===== config.mk =====
export PLATFORM = sky130hd
export DESIGN_NAME = pixel_writer
export DESIGN_NICKNAME = d
export VERILOG_FILES = /design/src/rtl/pixel_writer.sv
export SDC_FILE = /design/constraint.sdc
export NUM_CORES = 1
export LEC_CHECK = 0
export ABC_AREA = 1
export BUFFER_PORTS_ARGS = -buffer_cell sky130_fd_sc_hd__buf_2
export CORE_ASPECT_RATIO = 0.9
export CORE_MARGIN = 4
export CORE_UTILIZATION = 27
export DETAILED_ROUTE_END_ITERATION = 16
export GPL_ROUTABILITY_DRIVEN = 0
export SKIP_LAST_GASP = 1
export SYNTH_ARGS = -nofsm -noshare
export SYNTH_HDL_FRONTEND = slang
export SYNTH_SLANG_ARGS = --single-unit

===== constraint.sdc =====
create_clock -name clk -period 3.6 [get_ports clk]
set_input_delay 0.18 -clock clk [delete_from_list [all_inputs] [get_ports clk]]
set_output_delay 0.18 -clock clk [all_outputs]
set_load 0.005 [all_outputs]

===== src/rtl/pixel_writer.sv =====
// Alpha-tests ARGB8888 pixels, packs them to RGB565 and writes address-contiguous bursts.
// Optional per-pixel statistics counters are enabled with PIXEL_WRITER_STATS_EN.
module pixel_writer #(
    parameter int          DEPTH        = 16,
    parameter int          MAX_BURST    = 8,
    parameter logic [7:0]  ALPHA_THRESH = 8'd1,
    parameter int          STALL_MARGIN = 4
) (
    input  logic        clk,
    input  logic        rst,
    input  logic        in_valid,
    input  logic [19:0] in_addr,
    input  logic [31:0] in_data,
    output logic        stall,
    output logic        overflow,
    output logic        wr_req,
    output logic [19:0] wr_addr,
    input  logic        wr_ack,
    output logic        wr_valid,
    output logic [15:0] wr_data,
    output logic        wr_last,
    input  logic        wr_ready,
    output logic [15:0] discard_cnt,
    output logic [15:0] drop_cnt
);

    localparam int AW = $clog2(DEPTH);
    localparam int CW = AW + 1;
    localparam int BW = $clog2(MAX_BURST) + 1;
    localparam logic [CW-1:0] FULL      = CW'(DEPTH);
    localparam logic [CW-1:0] STALL_LVL = CW'(DEPTH - STALL_MARGIN);
    localparam logic [BW-1:0] LAST_BEAT = BW'(MAX_BURST - 1);

    typedef enum logic [1:0] {IDLE, REQ, DATA} state_e;

    logic [19:0]   addr_mem_q [DEPTH];
    logic [15:0]   col_mem_q  [DEPTH];
    logic [AW-1:0] wr_ptr_q, wr_ptr_d;
    logic [AW-1:0] rd_ptr_q, rd_ptr_d;
    logic [AW-1:0] nxt_ptr;
    logic [CW-1:0] count_q, count_d;
    state_e        state_q, state_d;
    logic [19:0]   wr_addr_q, wr_addr_d;
    logic [BW-1:0] beat_cnt_q, beat_cnt_d;
    logic          overflow_q, overflow_d;

    logic          alpha_low, push, drop, pop;
    logic          contig, last;
    logic [19:0]   head_addr, next_addr;
    logic [15:0]   pix565;
    logic          unused_bits;

    assign alpha_low   = in_data[31:24] < ALPHA_THRESH;
    assign push        = in_valid & ~alpha_low & (count_q != FULL);
    assign drop        = in_valid & ~alpha_low & (count_q == FULL);
    assign pix565      = {in_data[23:19], in_data[15:10], in_data[7:3]};
    assign unused_bits = ^{in_data[18:16], in_data[9:8], in_data[2:0]};

    assign nxt_ptr   = rd_ptr_q + AW'(1);
    assign head_addr = addr_mem_q[rd_ptr_q];
    assign next_addr = addr_mem_q[nxt_ptr];
    // 21-bit compare so the 0xFFFFF -> 0x00000 wrap breaks the burst
    assign contig    = {1'b0, next_addr} == ({1'b0, head_addr} + 21'd1);
    assign last      = (beat_cnt_q == LAST_BEAT) || (count_q == CW'(1)) || !contig;

    assign stall    = count_q >= STALL_LVL;
    assign overflow = overflow_q;
    assign wr_addr  = wr_addr_q;

    always_ff @(posedge clk) begin
        if (push) begin
            addr_mem_q[wr_ptr_q] <= in_addr;
            col_mem_q[wr_ptr_q]  <= pix565;
        end
    end

    always_comb begin
        state_d    = state_q;
        wr_addr_d  = wr_addr_q;
        beat_cnt_d = beat_cnt_q;
        wr_req     = 1'b0;
        wr_valid   = 1'b0;
        wr_data    = 16'd0;
        wr_last    = 1'b0;
        pop        = 1'b0;
        unique case (state_q)
            IDLE: begin
                if (count_q != '0) begin
                    wr_addr_d  = head_addr;
                    beat_cnt_d = '0;
                    state_d    = REQ;
                end
            end
            REQ: begin
                wr_req = 1'b1;
                if (wr_ack) state_d = DATA;
            end
            DATA: begin
                wr_valid = 1'b1;
                wr_data  = col_mem_q[rd_ptr_q];
                wr_last  = last;
                if (wr_ready && count_q != '0) begin
                    pop        = 1'b1;
                    beat_cnt_d = beat_cnt_q + BW'(1);
                    if (last) state_d = IDLE;
                end
            end
            default: state_d = IDLE;
        endcase
    end

    always_comb begin
        wr_ptr_d   = wr_ptr_q + AW'(push);
        rd_ptr_d   = rd_ptr_q + AW'(pop);
        count_d    = count_q + CW'(push) - CW'(pop);
        overflow_d = overflow_q | drop;
    end

    always_ff @(posedge clk) begin
        if (rst) begin
            state_q    <= IDLE;
            wr_ptr_q   <= '0;
            rd_ptr_q   <= '0;
            count_q    <= '0;
            wr_addr_q  <= '0;
            beat_cnt_q <= '0;
            overflow_q <= 1'b0;
        end else begin
            state_q    <= state_d;
            wr_ptr_q   <= wr_ptr_d;
            rd_ptr_q   <= rd_ptr_d;
            count_q    <= count_d;
            wr_addr_q  <= wr_addr_d;
            beat_cnt_q <= beat_cnt_d;
            overflow_q <= overflow_d;
        end
    end

`ifdef PIXEL_WRITER_STATS_EN
    logic [15:0] discard_cnt_q, discard_cnt_d;
    logic [15:0] drop_cnt_q, drop_cnt_d;

    always_comb begin
        discard_cnt_d = discard_cnt_q;
        drop_cnt_d    = drop_cnt_q;
        if (in_valid && alpha_low && discard_cnt_q != 16'hFFFF)
            discard_cnt_d = discard_cnt_q + 16'd1;
        if (drop && drop_cnt_q != 16'hFFFF)
            drop_cnt_d = drop_cnt_q + 16'd1;
    end

    always_ff @(posedge clk) begin
        if (rst) begin
            discard_cnt_q <= '0;
            drop_cnt_q    <= '0;
        end else begin
            discard_cnt_q <= discard_cnt_d;
            drop_cnt_q    <= drop_cnt_d;
        end
    end

    assign discard_cnt = discard_cnt_q;
    assign drop_cnt    = drop_cnt_q;
`else
    assign discard_cnt = 16'd0;
    assign drop_cnt    = 16'd0;
`endif

endmodule


== Word-level counts from Yosys, hierarchy flattened ==
Memory sizes are Yosys's and may differ from the RTL's. A register that Yosys moved wholly into a read port is not among the register bits.
Cells that the tools add are included.
Operators by class
  reduce and logical (&&, ||, !) cells: 10
  mux-type cells: 18
  add/sub/neg operators: 7
  bitwise operators: 5
  order comparisons: 2
  equality and inequality tests: 11
Operators with widths (count)
  20-bit by 1-bit adder with 21-bit output (second input constant): 1
  20-bit by 21-bit equality test with 1-bit output: 1
  16-bit two-way mux: 1
  4-bit two-way mux: 4
  4-bit by 1-bit adder with 4-bit output: 2
  4-bit by 1-bit adder with 4-bit output (second input constant): 2
  8-bit by 1-bit < comparator with 1-bit output (second input constant): 1
  2-bit two-way mux: 4
  2-bit != test (second input constant): 4
  4-bit case mux with 2 select lines: 1
  1-bit two-way mux: 7
  2-bit case mux with 3 select lines: 1
  5-bit by 1-bit adder with 5-bit output: 1
  5-bit by 1-bit equality test with 1-bit output (second input constant): 1
  5-bit equality test (second input constant): 1
  5-bit by 4-bit >= comparator with 1-bit output (second input constant): 1
  5-bit != test (second input constant): 1
  5-bit nonzero test: 1
  5-bit by 1-bit subtractor with 5-bit output: 1
  4-bit by 3-bit equality test with 1-bit output (second input constant): 1
  4-bit AND reduction: 1
  1-bit AND: 3
  3-bit AND reduction: 1
  2-bit by 1-bit equality test with 1-bit output (second input constant): 1
  other kinds (9): 10
Storage, ports and cells
  bits in registers: 40
  output and inout port bits: 73
  memories: 2
  word-level logic and storage cells: 62
  RAM bits: 576
  bits of input ports: 57
Memories
  addr_mem_q: depth 16, bits a word 20, read ports 2, clocked after Yosys merged registers in 1, write ports 1, RTL line 36  | logic [19:0] addr_mem_q [DEPTH];
  col_mem_q: depth 16, bits a word 16, read ports 1, clocked after Yosys merged registers in 1, write ports 1, RTL line 37  | logic [15:0] col_mem_q [DEPTH];

== Depth between registers and ports, before layout ==
Gate-level depths: netlist of the first run.
An unclocked memory read counts as a cell.
  depth after elaboration: 8
  gate-level depth with buffers: 24
  depth with buffers taken out: 22

== Worst setup path before layout of the first run ==
Ideal clock, no wire load.
  path kind: flip-flop to flip-flop
  start point: register count_q[2]
  end point: memory addr_mem_q[10][0], enable pin
  clock period less this slack: 3136 ps
  required time: 3171 ps
  setup time: 429 ps
  path slack: 464 ps
  cell stages (with the launch flop): 8
  arrival time: 2707 ps
  buffers on the path: 0
  cell sequence: dfxtp_1 inv_1 ha_1 inv_1 nor3_1 nor2_1 nand3_1 nor2_1
On the way
  word-level cells in the longest chain between the ends: 4
RTL lines
  start, declared: RTL line 41  | logic [CW-1:0] count_q, count_d;
  start signal, assigned: RTL line 132  | count_q <= count_d;
  5-bit != test: RTL line 54  | assign push = in_valid & ~alpha_low & (count_q != FULL);
  1-bit AND: RTL line 54
  1-bit two-way mux: RTL line 71  | if (push) begin
  1-bit two-way mux (not written as such): RTL line 72  | addr_mem_q[wr_ptr_q] <= in_addr;
  end, declared: RTL line 36
Every way passes these cells.

== Worst setup path in the final report of the first run ==
  start point: register rd_ptr_q[0]
  end point: output port wr_last
On the way
  word-level cells in the longest chain between the ends: 6
RTL lines
  start, declared: RTL line 39  | logic [AW-1:0] rd_ptr_q, rd_ptr_d;
  start signal, assigned: RTL line 131  | rd_ptr_q <= rd_ptr_d;
  4-bit by 1-bit adder with 4-bit output: RTL line 59  | assign nxt_ptr = rd_ptr_q + AW'(1);
  memory 16 x 20 bit
  20-bit by 21-bit equality test with 1-bit output: RTL line 63  | assign contig = {1'b0, next_addr} == ({1'b0, head_addr} + 21'd1);
  1-bit zero test: RTL line 64  | assign last = (beat_cnt_q == LAST_BEAT) || (count_q == CW'(1)) || !contig;
  1-bit logical OR: RTL line 64
  1-bit two-way mux: RTL line 86  | unique case (state_q)
  end, declared: RTL line 21  | output logic wr_last,
Every way passes these cells.

==> results of run 1 <==
## per-layer routing
layer / part of all wire (%) / global-route usage [%] / up-vias
met4: 2.9 / 4.666 / 8
met1: 43 / 21.93 / 10880
li1: - / - / 10320
met2: 45 / 24.42 / 1169
met3: 9.6 / 2.749 / 191
met5: 0.050 / 0 / -
## cell usage after synthesis (14+ instances only)
master	number	share of area, %
buf_6	20	0.78
ha_1	15	0.65
nand2_2	16	0.35
buf_4	62	1.6
a31oi_1	17	0.37
o21ai_1	25	0.43
buf_1	14	0.18
a21oi_1	135	2.3
o22ai_1	27	0.59
dfxtp_1	40	2.8
edfxtp_1	576	60
buf_2	60	1.0
o221ai_1	35	1.1
nor2_1	314	4.1
o21ai_0	251	4.4
inv_1	145	1.9
o211ai_1	49	1.3
clkbuf_1	57	0.74
nand3_1	294	5.1
nand2_1	644	8.4
## worst min-delay path: cells and delay by family
| kind | cells | cell delay [ns] |
|---|---|---|
| buf+inv | 2 | 0.67 |
| compound gates | 1 | 0.06 |
| simple gates | 1 | 0.08 |
## sequential cells by signal, indices dropped and copies added (netlist names)
signal and flops:
addr_mem_q 320, beat_cnt_q 4, col_mem_q 256, count_q 5, overflow 1, rd_ptr_q 4
state_q 2, wr_addr 20, wr_ptr_q 4
## final timing paths
path | endpoint | from | cells past startpoint | slack, ns
hold / removal | state_q[1] | wr_ack | 4 | 0.40
setup / recovery | wr_last | rd_ptr_q[0] | 14 | -0.1
setup reg to reg | state_q[1] | rd_ptr_q[0] | 22 | 0.50
hold reg to reg | wr_addr[5] | wr_addr[5] | 2 | 0.45
## per-stage QoR
step	worst slack, ns	power (mW)	hold slack, ns	setup TNS (ns)
2_1_floorplan	0.4638	10.23	0.2491	0
5_1_grt	-0.1715	19.08	0.4206	-0.1715
4_1_cts	0.0008373	18.23	0.3823	0
3_5_place_dp	0.2574	11.32	0.4467	0
6_report	-0.09896	18.34	0.4038	-0.09896
3_3_place_gp	0.2864	11.28	0.4393	0
## layout make-up
cell class | count | area, µm² | share of cell area, %
Multi-Input combinational cell | 1917 | 9408 | 26.80
Antenna cell | 4 | 10.01 | 0.02852
Sequential cell | 616 | 18110 | 51.59
Inverter | 155 | 633.1 | 1.804
Timing Repair inverter | 5 | 70.07 | 0.1996
Clock inverter | 36 | 414.1 | 1.180
Tap cell | 1380 | 1727 | 4.920
Timing Repair Buffer | 269 | 3054 | 8.702
Clock buffer | 79 | 1674 | 4.770
## repair_timing
item                                    in CTS  in global routing
hold buffers                                43                  0
endpoints found under the setup margin       6                 12
endpoints found under the hold margin      587                  0
gates cloned                                15                 13
pin swaps                                    7                 29
resized for setup                           64                 67
setup buffers                               15                 15
## power groups by stage
stage                     combinational (mW)  sequential, mW  clock (mW)
after floorplan                         1.74            8.49           0
after global placement                  2.77            8.50           0
after detailed placement                2.80            8.52           0
after CTS                               3.09            8.37        6.77
after global routing                    3.61            8.40        7.08
final                                   3.30            8.37        6.68
## logic make-up after synthesis
kind of cell | share of synthesized area, %
buffers and inverters | 6.521
AND/OR/NAND/NOR | 18.86
flip-flops | 62.71
adder cells (fa/ha/maj) | 0.7197
XOR/XNOR | 0.3035
AO/OA/AOI/OAI | 10.87
other | 0.01299
==> flow_summary.toml, run 1 <==
[run_status]
status = "finished, violations left"
violations = "setup timing"

[routing]
routedWlPerCell_um = 20.90
ant_nets = 0
vias_per_cell = 5.058
num_vias = 22560
finalWirelength_mm = 93.23
dr.pass1.iters = 7
post-route-drc-count = 0
drt_iter0_drc = 2322

[timing]
worst_pin_slew_ns = 0.7225
clock_skew_ns = 0.03463
grt_setup_unrepaired = "yes"
slew_headroom_pct = 51.84
fin_ws_ns = -0.09896
fmax_mhz = 270.3
period_share_pct = 102.7
hold_viol = 0
setup_viol = 1
slew_violations = 0
period_minus_slack_ns = 3.699

[worst_setup_path]
crit_top_cell = "nand2_1"
path_class = "flop to output pin"
cpPeakStageDelay_ns = 0.48
critPathLaunchType = "flop"
worstSetupEndpointType = "output pin"
cp_cell_sequence = "buf_6 -> ha_4 -> buf_4 -> clkbuf_16 -> nand2_1 -> a21oi_1 -> o311ai_1 -> nand3_1 -> nand2_1 -> nand3_1 -> nand2_1 -> nor2_2 -> a31oi_4 -> buf_2"
critPathRequiredTime_ns = 3.42
critPathTopFamily = "compound AO/OA/AOI/OAI gates"
slowest_stage = "dfxtp_4"
cp_num_buf_inv = 4
cp_max_fo = 27
critPathArrivalTime_ns = 3.52

[final_layout]
instances_no_fill = 4461
final_util_pct = 33.19
layout_commonest_cell = "nand2_1"
num-nets-final = 3098
nFillCells = 10480
layout_common_cells = "nand2_1 (628), edfxtp_1 (576), nor2_1 (289)"
area_growth_pct = 21.62
stdcell_area_um2 = 35100
drive_above_1_share_pct = 14.40

[synth]
ys_ff_latch = 616
avgSynthCellArea_um2 = 10.04
ys_warn_count = 0
synth_area_um2 = 28860
async_flop_share_pct = 0
synth_edf_count = 576
ys_seq_area_share_pct = 62.71
ys_types = 51
synth_flop_cell = "edfxtp_1"
postSynthCellCount = 2873

[placement]
dpl.cell_count = 4241
io_buffer_count = 89
placed_area_um2 = 31050
dp_hpwl_mm = 48.95

[floorplanning]
dieArea_um2 = 112200
core-area_um2 = 105800
die_w_um = 352.6
num_io_pins = 130
initial_core_util_pct = 27.29
die_y_um = 318.2
num_rows = 113

[pwr]
pwr-share-seq_pct = 45.6
p_per_area_nw_per_um2 = 522.6
p_sw_share_pct = 28.04
intPower_mw = 13.20
p_sw_mw = 5.144
combPwrFrac_pct = 18.0
p_leak_nw = 12.76
ir_drop_uv = 391.9
power.share.clock_pct = 36.4

[cts]
path_clk_slew_ns = 0.07
clock_latency_ns = 0.65
cts_buffer_depth = 3
cts_tree = "yes"
clock-sinks = 616
cts_buffers = 61
cts_max_level = 2
clock-root-buffer = "clkbuf_16"

[grt]
grt.overflow.total = 0
grt_max_degree = 93
grt_pass1_vias = 20510
antenna_found_initial = 11
grt_pass1_wl_mm = 133.0
track_usage_pct = 15.54

[flow_run]
max_cap_viol_count = 0

[worst_hold_path]
min_path_type = "input pin to flop"
Note: power is estimated with default switching activity, not from simulation.
==> run 2, diff against run 1 <==
Settings changed: CTS_BUF_LIST set to sky130_fd_sc_hd__clkbuf_4, RECOVER_POWER set to 25.
Clock period 3.6 ns to 4.69 ns, I/O delays scaled along.
==> run 2 against run 1 <==
The flow now finishes without violations. Sequential power decreased by 23%. Highest routed layer unchanged. Critical path type unchanged. Total power decreased by 28%. Register-to-register slack improved by 0.23 ns. Design area decreased by 5.2%. Global-route usage decreased by 0.55 points. Clock power decreased by 29%. Routed wire length decreased by 6.3%. Clock skew increased by 0.015 ns.
==> flow_summary.toml, run 2 (same netlist as run 1, synthesis figures left out) <==
[final_layout]
stdcell_area_um2 = 33270
area_growth_pct = 15.30
layout_commonest_cell = "nand2_1"
instances_no_fill = 4554
largest_register = "addr_mem_q"
drive_above_1_share_pct = 14.26
layout_common_cells = "nand2_1 (644), edfxtp_1 (576), nor2_1 (298)"
final_util_pct = 31.46
nFillCells = 10840
num-nets-final = 3120
largest_reg_flops = 320

[cts]
cts_buffer_depth = 3
cts_buffers = 153
clock_latency_ns = 0.98
clock-sinks = 616
path_clk_slew_ns = 0.07
clock-root-buffer = "clkbuf_4"
cts_max_level = 4
cts_tree = "yes"

[timing]
hold_viol = 0
period_minus_slack_ns = 4.372
period_share_pct = 93.22
grt_setup_unrepaired = "no"
fin_setup_tns_ns = 0
clock_skew_ns = 0.04980
setup_viol = 0
slew_violations = 0
worst_pin_slew_ns = 0.9070
slew_headroom_pct = 39.39
fin_ws_ns = 0.3179
hold_ws_ns = 0.1676
fmax_mhz = 228.7

[routing]
ant_nets = 0
dr.pass1.iters = 5
routedWlPerCell_um = 19.18
num_vias = 22280
drt_iter0_drc = 1989
post-route-drc-count = 0
vias_per_cell = 4.892
finalWirelength_mm = 87.35

[floorplanning]
num_rows = 113
core-area_um2 = 105800
initial_core_util_pct = 27.29
dieArea_um2 = 112200
die_y_um = 318.2
num_io_pins = 130
die_w_um = 352.6

[worst_setup_path]
cp-endpoint = "wr_last"
crit_start = "rd_ptr_q[0]"
reg2reg_depth = 21
cpPeakStageDelay_ns = 0.61
r2r_end = "state_q[1]"
crit_top_cell = "nand2_1"
critPathLaunchType = "flop"
path_class = "flop to output pin"
worstSetupEndpointType = "output pin"
cp_cell_sequence = "buf_12 -> nand2_1 -> nand3_1 -> nand2_1 -> nor2_1 -> nand2_1 -> nand2_1 -> ha_1 -> nand3_2 -> inv_1 -> nand3_2 -> a21oi_1 -> nand2_1 -> nor2_1 -> nand2_1 -> nor2_1 -> a31oi_2 -> buf_2"
cp_max_fo = 74
critPathRequiredTime_ns = 4.46
slowest_stage = "dfxtp_4"
critPathArrivalTime_ns = 4.14
reg2reg_from = "rd_ptr_q[0]"
r2r_slack_ns = 0.73

[grt]
grt_max_degree = 210
grt_pass1_wl_mm = 127.6
grt_pass1_vias = 20560
track_usage_pct = 14.98
antenna_found_initial = 9
grt.overflow.total = 0

[placement]
io_buffer_count = 89
placed_area_um2 = 30650
dp_slack_ns = 1.063
dp_hpwl_mm = 47.89
dpl.cell_count = 4219

[pwr]
ir_drop_uv = 215.1
p_total_mw = 13.28
p_per_area_nw_per_um2 = 399.1
p_leak_nw = 12.14

[flow_run]
max_cap_viol_count = 0

[worst_hold_path]
worstHoldPathCells = 3
min_path_type = "input pin to flop"

[run_status]
status = "complete, no violations"
## run 2: timing repair
action                                  4_1_cts  5_1_grt
hold buffers                                 45        0
gates cloned                                  0        1
buffers inserted                              3        4
endpoints found under the setup margin        1        3
resized for setup                             4        6
hold endpoints to repair                    607        0
pin swaps                                     1        0
## run 2: cell type report
type | instances | area [µm²] | share of cell area [%]
antenna | 5 | 12.51 | 0.03760
inverter | 155 | 614.3 | 1.846
clock buffer | 229 | 1719 | 5.167
multi-input combinational | 1917 | 9168 | 27.55
clock inverter | 48 | 309.0 | 0.9288
timing repair buffer | 204 | 1617 | 4.858
sequential | 616 | 18110 | 54.42
tap | 1380 | 1727 | 5.189
## run 2: power breakdown
group | internal, mW | switching [mW] | total, mW
combinational | 0.653 | 1.49 | 2.15
clock | 2.46 | 2.25 | 4.71
sequential | 6.29 | 0.130 | 6.42
total | 9.41 | 3.87 | 13.3
## run 2: critical path, delay by kind of cell, from the launching register on
family | cells | cell delay, ns
AO/OA/AOI/OAI | 2 | 0.32
AND/OR/NAND/NOR | 12 | 1.28
buffers and inverters | 3 | 0.66
flip-flops | 1 | 0.61
adder cells (fa/ha/maj) | 1 | 0.27
## run 2: per-layer routing
layer	GRT usage (%)	vias up	share of wire [%]
met2	23.01	1052	45
met3	2.961	162	9.0
met4	6.060	6	2.4
met1	20.78	10600	44
li1	-	10460	-
met5	0	-	0.049
## run 2: worst min path at each step
| stage | start | end |
|---|---|---|
| 6_report | rst | count_q[1] |
| 4_1_cts | rst | count_q[1] |
| 5_1_grt | rst | count_q[0] |
| 3_5_place_dp | wr_addr[7] | wr_addr[7] |
| 3_3_place_gp | overflow | overflow |
| 2_1_floorplan | rst | overflow |
